===== src/rtl/pc_gen_multi.sv =====
// N-wide fetch PC generator: one fetch group per cycle, never crossing an I-cache line.
// Ports: clk, rst (async active-low), stall, flush/flush_pc, branch_valid/branch_target,
//        fetch_ready in; fetch_valid, fetch_pc, fetch_lane_valid, fetch_lane_pc, fetch_adef out.
module pc_gen_multi #(
    parameter int ADDR_WIDTH = 32,
    parameter int FETCH_WIDTH = 2,
    parameter int LINE_BYTES = 16,
    parameter logic [ADDR_WIDTH-1:0] RESET_PC = 'h1c000000
) (
    input  logic                              clk,
    input  logic                              rst,
    input  logic                              stall,
    input  logic                              flush,
    input  logic [ADDR_WIDTH-1:0]             flush_pc,
    input  logic [FETCH_WIDTH-1:0]            branch_valid,
    input  logic [FETCH_WIDTH*ADDR_WIDTH-1:0] branch_target,
    input  logic                              fetch_ready,
    output logic                              fetch_valid,
    output logic [ADDR_WIDTH-1:0]             fetch_pc,
    output logic [FETCH_WIDTH-1:0]            fetch_lane_valid,
    output logic [FETCH_WIDTH*ADDR_WIDTH-1:0] fetch_lane_pc,
    output logic                              fetch_adef
);

    localparam int OFF_W = $clog2(LINE_BYTES);
    localparam int CNT_W = $clog2(FETCH_WIDTH) + 1;

    logic [ADDR_WIDTH-1:0] pc;
    logic [ADDR_WIDTH-1:0] pend_target;
    logic                  pend_valid;
    logic                  started;

    logic                  misalign;
    logic                  acc;
    logic [OFF_W:0]        room;
    logic [OFF_W-2:0]      slots;
    logic [CNT_W-1:0]      cnt;
    logic                  br_any;
    logic [ADDR_WIDTH-1:0] br_target;
    logic [ADDR_WIDTH-1:0] seq_pc;

    assign fetch_valid = started;
    assign fetch_pc    = pc;
    assign misalign    = (pc[1:0] != 2'b00);
    assign fetch_adef  = fetch_valid & misalign;
    assign acc         = fetch_valid & fetch_ready & ~stall;

    // Bytes left in the current line, then whole instruction slots left.
    assign room  = (OFF_W+1)'(LINE_BYTES) - {1'b0, pc[OFF_W-1:0]};
    assign slots = room[OFF_W:2];

    always_comb begin
        fetch_lane_valid = '0;
        cnt = '0;
        for (int i = 0; i < FETCH_WIDTH; i++) begin
            // A misaligned base only ever presents lane 0 so the fault is reported once.
            fetch_lane_valid[i] = fetch_valid &
                ((i == 0) | (~misalign & (i < int'(slots))));
            cnt = cnt + CNT_W'(fetch_lane_valid[i]);
        end
    end

    always_comb begin
        fetch_lane_pc = '0;
        for (int i = 0; i < FETCH_WIDTH; i++) begin
            fetch_lane_pc[i*ADDR_WIDTH +: ADDR_WIDTH] = pc + ADDR_WIDTH'(4 * i);
        end
    end

    // Oldest (lowest-index) resolved branch wins.
    always_comb begin
        br_target = '0;
        for (int i = FETCH_WIDTH - 1; i >= 0; i--) begin
            if (branch_valid[i]) begin
                br_target = branch_target[i*ADDR_WIDTH +: ADDR_WIDTH];
            end
        end
    end

    assign br_any = |branch_valid;
    assign seq_pc = pc + (ADDR_WIDTH'(cnt) << 2);

    always_ff @(posedge clk or negedge rst) begin
        if (!rst) begin
            pc          <= RESET_PC;
            pend_valid  <= 1'b0;
            pend_target <= '0;
            started     <= 1'b0;
        end else begin
            started <= 1'b1;
            if (started) begin
                if (flush) begin
                    pc         <= flush_pc;
                    pend_valid <= 1'b0;
                end else if (stall && br_any) begin
                    pend_valid  <= 1'b1;
                    pend_target <= br_target;
                end else if (stall) begin
                    pc <= pc;
                end else if (br_any) begin
                    pc         <= br_target;
                    pend_valid <= 1'b0;
                end else if (pend_valid) begin
                    pc         <= pend_target;
                    pend_valid <= 1'b0;
                end else if (acc && !misalign) begin
                    pc <= seq_pc;
                end
            end
        end
    end

endmodule


===== config.mk =====
export PLATFORM = sky130hd
export DESIGN_NAME = pc_gen_multi
export DESIGN_NICKNAME = d
export VERILOG_FILES = /design/src/rtl/pc_gen_multi.sv
export SDC_FILE = /design/constraint.sdc
export NUM_CORES = 1
export LEC_CHECK = 0
export CAP_MARGIN = 20
export CORE_UTILIZATION = 45
export CTS_CLUSTER_DIAMETER = 150
export DETAILED_ROUTE_END_ITERATION = 7
export PLACE_DENSITY_LB_ADDON = 0.2
export SKIP_LAST_GASP = 1
export SLEW_MARGIN = 20
export SYNTH_ARGS = -nofsm -noshare
export SYNTH_HDL_FRONTEND = slang
export SYNTH_SLANG_ARGS = --single-unit
export TNS_END_PERCENT = 100

===== constraint.sdc =====
create_clock -name clk -period 3.8 [get_ports clk]
set_input_delay 0.76 -clock clk [delete_from_list [all_inputs] [get_ports clk]]
set_output_delay 0.76 -clock clk [all_outputs]
set_load 0.05 [all_outputs]

==> results.md, run 1 <==
* Area grow syn2layout at 41.8%
* Die height at 111 um
* CTS Buf Count at 9
* CP arrival at 2.87 ns
* Clock transition at path regs at 0.06 ns
* Setup Buffers After CTS at 0
* Share of post-route cells with drive strength above 1 at 9.04%
* GRT Util Overall at 30.8%
* Area share of the largest cell type after synthesis at 29.6%
* Commonest non-fill, non-tap cell in the layout: clkdlybuf4s50_1
* DRT Wirelength at 18.8 mm
* Tmin final at 3.63 ns
* Max_slew headroom at 45.9%
* Worst Path Max Fanout at 11
* Worst R2R Path Depth at 11
* Sequential fraction of the synthesis area at 31.1%
* Status: finished clean
* Static Leak at 2.95 nW
* Syn_area_per_cell at 7.86 um^2
* PnR worst setup slack at 0.172 ns
* Syn Nets at 785
* IO Count at 203
* Synthesis Warnings at 0
* Initial antenna violation count at 0
* Comb power frac at 48.7%
* Critical R2R Capture: fetch_pc[24]
* Async SR Flop Fraction at 100%
* Area leader, netlist: dfrtp_1
* Worst setup EP type: output port
* Clock Path Buffers at 2
* Initial core utilization at 46.4%
* Fin Clk Skew at 0.00773 ns
* Die area at 12300 um^2
* Internal power at 1.88 mW
* Ant diodes at 0
* Hold_ws at 0.482 ns
* Overall Power at 3.45 mW
* Crit Path Class: reg -> out
* Iteration-0 DRC count of the detailed router at 500
* Max Slew Vio Count at 0
* Slew at the pin closest to its max-slew limit at 0.812 ns
* H-Tree Depth at 3
* Vias in the first global route at 5595
* Crit start category: flip-flop
* RSZ-0062 raised after global routing: false
* Cells after synthesis at 677
* Dpl hpwl at 14.1 mm
* Synthesized cell area at 5320 um^2
* Die X at 111 um
* CTS sink cnt at 66
* Drt wl/cell at 19.3 um
* Flop pwr share at 28.4%
* Final nets at 933
* Worst vdd rail ir drop at 0.294 mV
* Most frequent cells in the layout: clkdlybuf4s50_1 (186), o21ai_0 (80), nand2_1 (65)
* Number of remaining DRC errors at 0
* Final hold violations at 0
* Pwr/cell area at 457 nW/um^2
* Critical Path End: fetch_lane_pc[49]
* Top post-synthesis cells by area: dfrtp_1 (30%), o21ai_0 (7.5%), buf_4 (4.9%), nand2_1 (4.6%), a21oi_1 (4.4%)
* Clk root buf: clkbuf_16
* Vias at 5742
* FF-to-FF Start: fetch_pc[3]
* Antenna-violating nets left at 0
* CTS tree: built
* Clock network power share at 22.9%
* Post-synth EDFFs at 0
* Reg2reg setup slack at 0.40 ns
* Grt ovf at 0
* Clk_lat worst skew at 0.34 ns
* Min-delay worst type: reg -> reg
* Primary FF master, synth: dfrtp_1
* Largest net degree at the start of global routing at 66
* Yosys reg bits at 66
* Pre-antenna DRT Iters at 5
* # placed instances at 957
* Max_cap viols at 0
* TNS Setup at 0 ns
* Net Switching at 1.57 mW
* Req. time, crit path at 3.04 ns
* Post-DR vias/cell at 5.90
* GP Congestion at 0.894
* Finish-stage setup viols at 0
* Final cell count without fillers at 973
* FMAX at 276 MHz
* Net Sw Frac at 45.4%
* Tcrit/Tclk final at 95.5%
* Synth cell types at 64
* First-pass GRT wire length at 29.9 mm
* Std-Cell Rows at 39
* DP Worst Slack at 0.402 ns
* IO Port Bufs at 202
* Critical Path Start: fetch_pc[5]
* Core Box Area at 11500 um^2
## layout make-up
type                    count  area [um^2]
repair buffers            229         2250
flip-flops and latches     66         1660
fillers                  1018         3920
well taps                 143          179
inverters                  22         82.6
multi-input cells         497         3100
clock buffers              10          239
clock inverters             6         41.3
## stage by stage
step           cell area [um^2]  utilization (%)
2_1_floorplan              5320                -
3_3_place_gp               7250             63.3
3_5_place_dp               7250             63.3
4_1_cts                    7530             65.7
5_1_grt                    7540             65.8
6_report                   7540             65.8
## Yosys cell counts (8+ instances only)
master     n
a211oi_1   8
nor3_1    15
nand2b_1   8
a21oi_1   47
buf_4     35
clkbuf_1  38
buf_2     12
nand3_1   19
nand4_1   14
xnor2_1   22
o22ai_1    8
nand2_1   65
o21ai_0   80
a41oi_1   11
a22oi_1   19
dfrtp_1   63
inv_1     20
xor2_1    20
nor2_1    36
or3_1     13
and3_1    15
## worst min path at each step
stage,startpoint,slack [ns],to,cells after the start
global route,pend_target[0],0.51,pend_target[0],2
global placement,pend_target[8],0.46,pend_target[8],2
detailed placement,pend_target[3],0.47,pend_target[3],2
finish,pend_target[8],0.48,pend_target[8],2
floorplan,pend_target[8],0.44,pend_target[8],2
CTS,pend_target[3],0.49,pend_target[3],2
## power by group through the flow
stage / clock [mW] / combinational (mW) / sequential (mW)
3_5_place_dp: 0 / 1.67 / 0.987
6_report: 0.790 / 1.68 / 0.979
3_3_place_gp: 0 / 1.66 / 0.976
4_1_cts: 0.800 / 1.68 / 0.975
5_1_grt: 0.834 / 1.77 / 0.997
2_1_floorplan: 0 / 0.962 / 1.13
## sequential cells by signal, summed over array words and instances, names as in the netlist
signal and cells:
fetch_pc 32, pend_target 32, fetch_valid 1, pend_valid 1
## repair_timing
action,4_1_cts,5_1_grt
gates resized for setup,0,2
setup endpoints to repair,0,3
hold buffers,0,0
## layer usage
metal	up-vias	GRT usage (%)	routed length [um]	part of all wire [%]
met5	-	0	0	0
met4	0	11.1	380	2.0
met3	31	5.52	1150	6.1
met2	238	51.1	9100	48
met1	2743	40.1	8210	44
li1	2730	-	-	-
## logic make-up after synthesis
family / count (synthesis) / synth area share [%]
AOI/OAI and AO/OA: 224 / 27.0
and+or+nand+nor: 222 / 22.2
buffers and inverters: 114 / 10.8
DFF: 66 / 31.1
xor gates and xnor gates: 42 / 6.91
adders and majority gates: 5 / 1.32
muxes: 3 / 0.564
other: 1 / 0.0705
## critical path, cell delays in order, from the launching register on
cell             delay (ns)
dfrtp_1                0.57
nand4_1                0.32
nor4_4                 0.53
nand3_1                0.15
xnor2_1                0.15
clkdlybuf4s50_1        0.81
Power figures use the tool's default switching activity.
==> inputs of run 2 (changes only) <==
--- a/config.mk
+++ b/config.mk
@@ -6,7 +6,8 @@
 export NUM_CORES = 1
 export LEC_CHECK = 0
 export CAP_MARGIN = 20
-export CORE_UTILIZATION = 45
+export CORE_UTILIZATION = 42
+export CTS_BUF_LIST = sky130_fd_sc_hd__clkbuf_2 sky130_fd_sc_hd__clkbuf_4 sky130_fd_sc_hd__clkbuf_8
 export CTS_CLUSTER_DIAMETER = 150
 export DETAILED_ROUTE_END_ITERATION = 7
 export PLACE_DENSITY_LB_ADDON = 0.2
==> constraint.sdc (replaced) <==
create_clock -name clk -period 3.3 [get_ports clk]
set_input_delay 0.66 -clock clk [delete_from_list [all_inputs] [get_ports clk]]
set_output_delay 0.66 -clock clk [all_outputs]
set_load 0.05 [all_outputs]
==> results.md, run 2 (same netlist as run 1, synthesis figures left out) <==
* Status: finished clean (unchanged)
* Core Box Area at 12200 um^2 (was 11500 um^2)
* Req. time, crit path at 2.64 ns (was 3.04 ns)
* Tmin final at 3.20 ns
* Max_cap viols at 0 (unchanged)
* First-pass GRT wire length at 29.9 mm (unchanged)
* Static Leak at 3.09 nW (was 2.95 nW)
* Antenna-violating nets left at 0 (unchanged)
* Max_slew headroom at 56.2% (was 45.9%)
* Fill cells at 1044 (was 1018)
* Tcrit/Tclk final at 97.0%
* Max Slew Vio Count at 0 (unchanged)
* Final cell count without fillers at 1014 (was 973)
* CTS Hold Bufs at 0 (unchanged)
* Final nets at 949 (was 933)
* GP Congestion at 0.901 (was 0.894)
* Pre-antenna DRT Iters at 5 (unchanged)
* Dpl hpwl at 14.7 mm (was 14.1 mm)
* Worst setup EP type: output port (unchanged)
* Fin area at 7840 um^2 (was 7540 um^2)
* Drt wl/cell at 18.9 um (was 19.3 um)
* Initial core utilization at 43.8% (was 46.4%)
* Min-delay worst type: in -> async (was reg -> reg)
* Share of post-route cells with drive strength above 1 at 13.5% (was 9.04%)
* Critical path, cell by cell: nand4_4 -> buf_4 -> nor3_1 -> xnor2_1 -> clkdlybuf4s50_1 (was nand4_1 -> nor4_4 -> nand3_1 -> xnor2_1 -> clkdlybuf4s50_1)
* TNS Setup at 0 ns (unchanged)
* CP arrival at 2.54 ns (was 2.87 ns)
* Initial antenna violation count at 0 (unchanged)
* FMAX at 313 MHz
* Clock Path Buffers at 2 (unchanged)
* Clk root buf: clkbuf_8 (was clkbuf_16)
* Most frequent cells in the layout: clkdlybuf4s50_1 (180), o21ai_0 (79), nand2_1 (65) (was clkdlybuf4s50_1 (186), o21ai_0 (80), nand2_1 (65))
* H-Tree Depth at 3 (unchanged)
* Clock transition at path regs at 0.08 ns (was 0.06 ns)
* CTS tree: built (unchanged)
* Finish-stage setup viols at 0 (unchanged)
* Fin Clk Skew at 0.0124 ns (was 0.00773 ns)
* Iteration-0 DRC count of the detailed router at 488 (was 500)
* Crit start category: flip-flop (unchanged)
* # placed instances at 998 (was 957)
* Setup Buffers After CTS at 0 (unchanged)
* Vias at 5880 (was 5742)
* Die X at 115 um (was 111 um)
* Slew at the pin closest to its max-slew limit at 0.651 ns (was 0.812 ns)
* Vias in the first global route at 5607 (was 5595)
* GRT Util Overall at 29.6% (was 30.8%)
* Final hold violations at 0 (unchanged)
* Crit path buf inv count at 2 (was 1)
* CTS sink cnt at 66 (unchanged)
* Worst vdd rail ir drop at 0.286 mV (was 0.294 mV)
* Worst Path Max Fanout at 14 (was 11)
* Clk_lat worst skew at 0.37 ns (was 0.34 ns)
* Largest delay share family, worst path: buffers and inverters (was simple AND/OR/NAND/NOR gates)
* DRT Wirelength at 19.2 mm (was 18.8 mm)
* Pwr/cell area at 498 nW/um^2 (was 457 nW/um^2)
* CP max stage delay at 0.84 ns (was 0.81 ns)
* Post-DR vias/cell at 5.80 (was 5.90)
* Commonest non-fill, non-tap cell in the layout: clkdlybuf4s50_1 (unchanged)
* Area grow syn2layout at 47.2% (was 41.8%)
* Largest net degree at the start of global routing at 61 (was 66)
* Critical-path top delay cell: clkdlybuf4s50_1 (unchanged)
* Ant diodes at 0 (unchanged)
* Std-Cell Rows at 40 (was 39)
* Die height at 115 um (was 111 um)
* Area post-placement at 7620 um^2 (was 7250 um^2)
* CTS Buf Count at 9 (unchanged)
* Number of remaining DRC errors at 0 (unchanged)
* IO Count at 203 (unchanged)
* Util after Layout at 64.4% (was 65.8%)
* Die area at 13100 um^2 (was 12300 um^2)
* Grt ovf at 0 (unchanged)
* Crit Path Class: reg -> out (unchanged)
* IO Port Bufs at 202 (unchanged)
[run 2: cell type report]
type                    count  area [um^2]  area share [%]
multi-input cells         497         3180            40.6
repair buffers            245         2500            31.9
flip-flops and latches     66         1660            21.2
well taps                 168          210            2.68
clock buffers              11          145            1.85
inverters                  22         86.3            1.10
clock inverters             5         55.1           0.703
[run 2: where the power goes]
part           internal, mW  leakage (nW)  total (mW)  switching, mW
registers             0.948         0.797        1.13          0.181
logic                 0.778          2.19        2.06           1.28
clock network         0.375        0.0987       0.714          0.339
[run 2: path summary, 6_finish.rpt]
check | startpoint | to | slack, ns | cells past startpoint
worst max-delay path | fetch_pc[7] | fetch_lane_pc[45] | 0.10 | 5
worst min-delay path | rst | fetch_pc[5] | 0.26 | 1
worst max register to register | fetch_pc[2] | fetch_pc[24] | 0.23 | 11
worst min register to register | pend_target[28] | pend_target[28] | 0.48 | 2
max in group asynchronous | rst | fetch_pc[26] | 2.23 | 2
min in group clk | pend_target[28] | pend_target[28] | 0.48 | 2
[run 2: metrics by stage]
stage	setup WS [ns]	total power [mW]	hold WS, ns
2_1_floorplan	-0.0525	2.43	0.364
3_3_place_gp	0.344	3.15	0.457
3_5_place_dp	0.269	3.19	0.472
4_1_cts	-0.0380	3.90	0.255
5_1_grt	-0.00154	4.06	0.279
6_report	0.100	3.90	0.258
[run 2: timing repair]
| item | CTS | global route |
|---|---|---|
| gates resized for setup | 0 | 3 |
| gates cloned | 0 | 0 |
| setup endpoints to repair | 3 | 6 |
[run 2: per-layer routing]
metal  routed length (um)  global-route usage [%]  vias up
li1                     -                       -     2764
met5                    0                       0        -
met1                 8210                    39.1     2834
met3                 1280                    4.82       30
met2                 9330                    49.1      252
met4                  369                    10.6        0
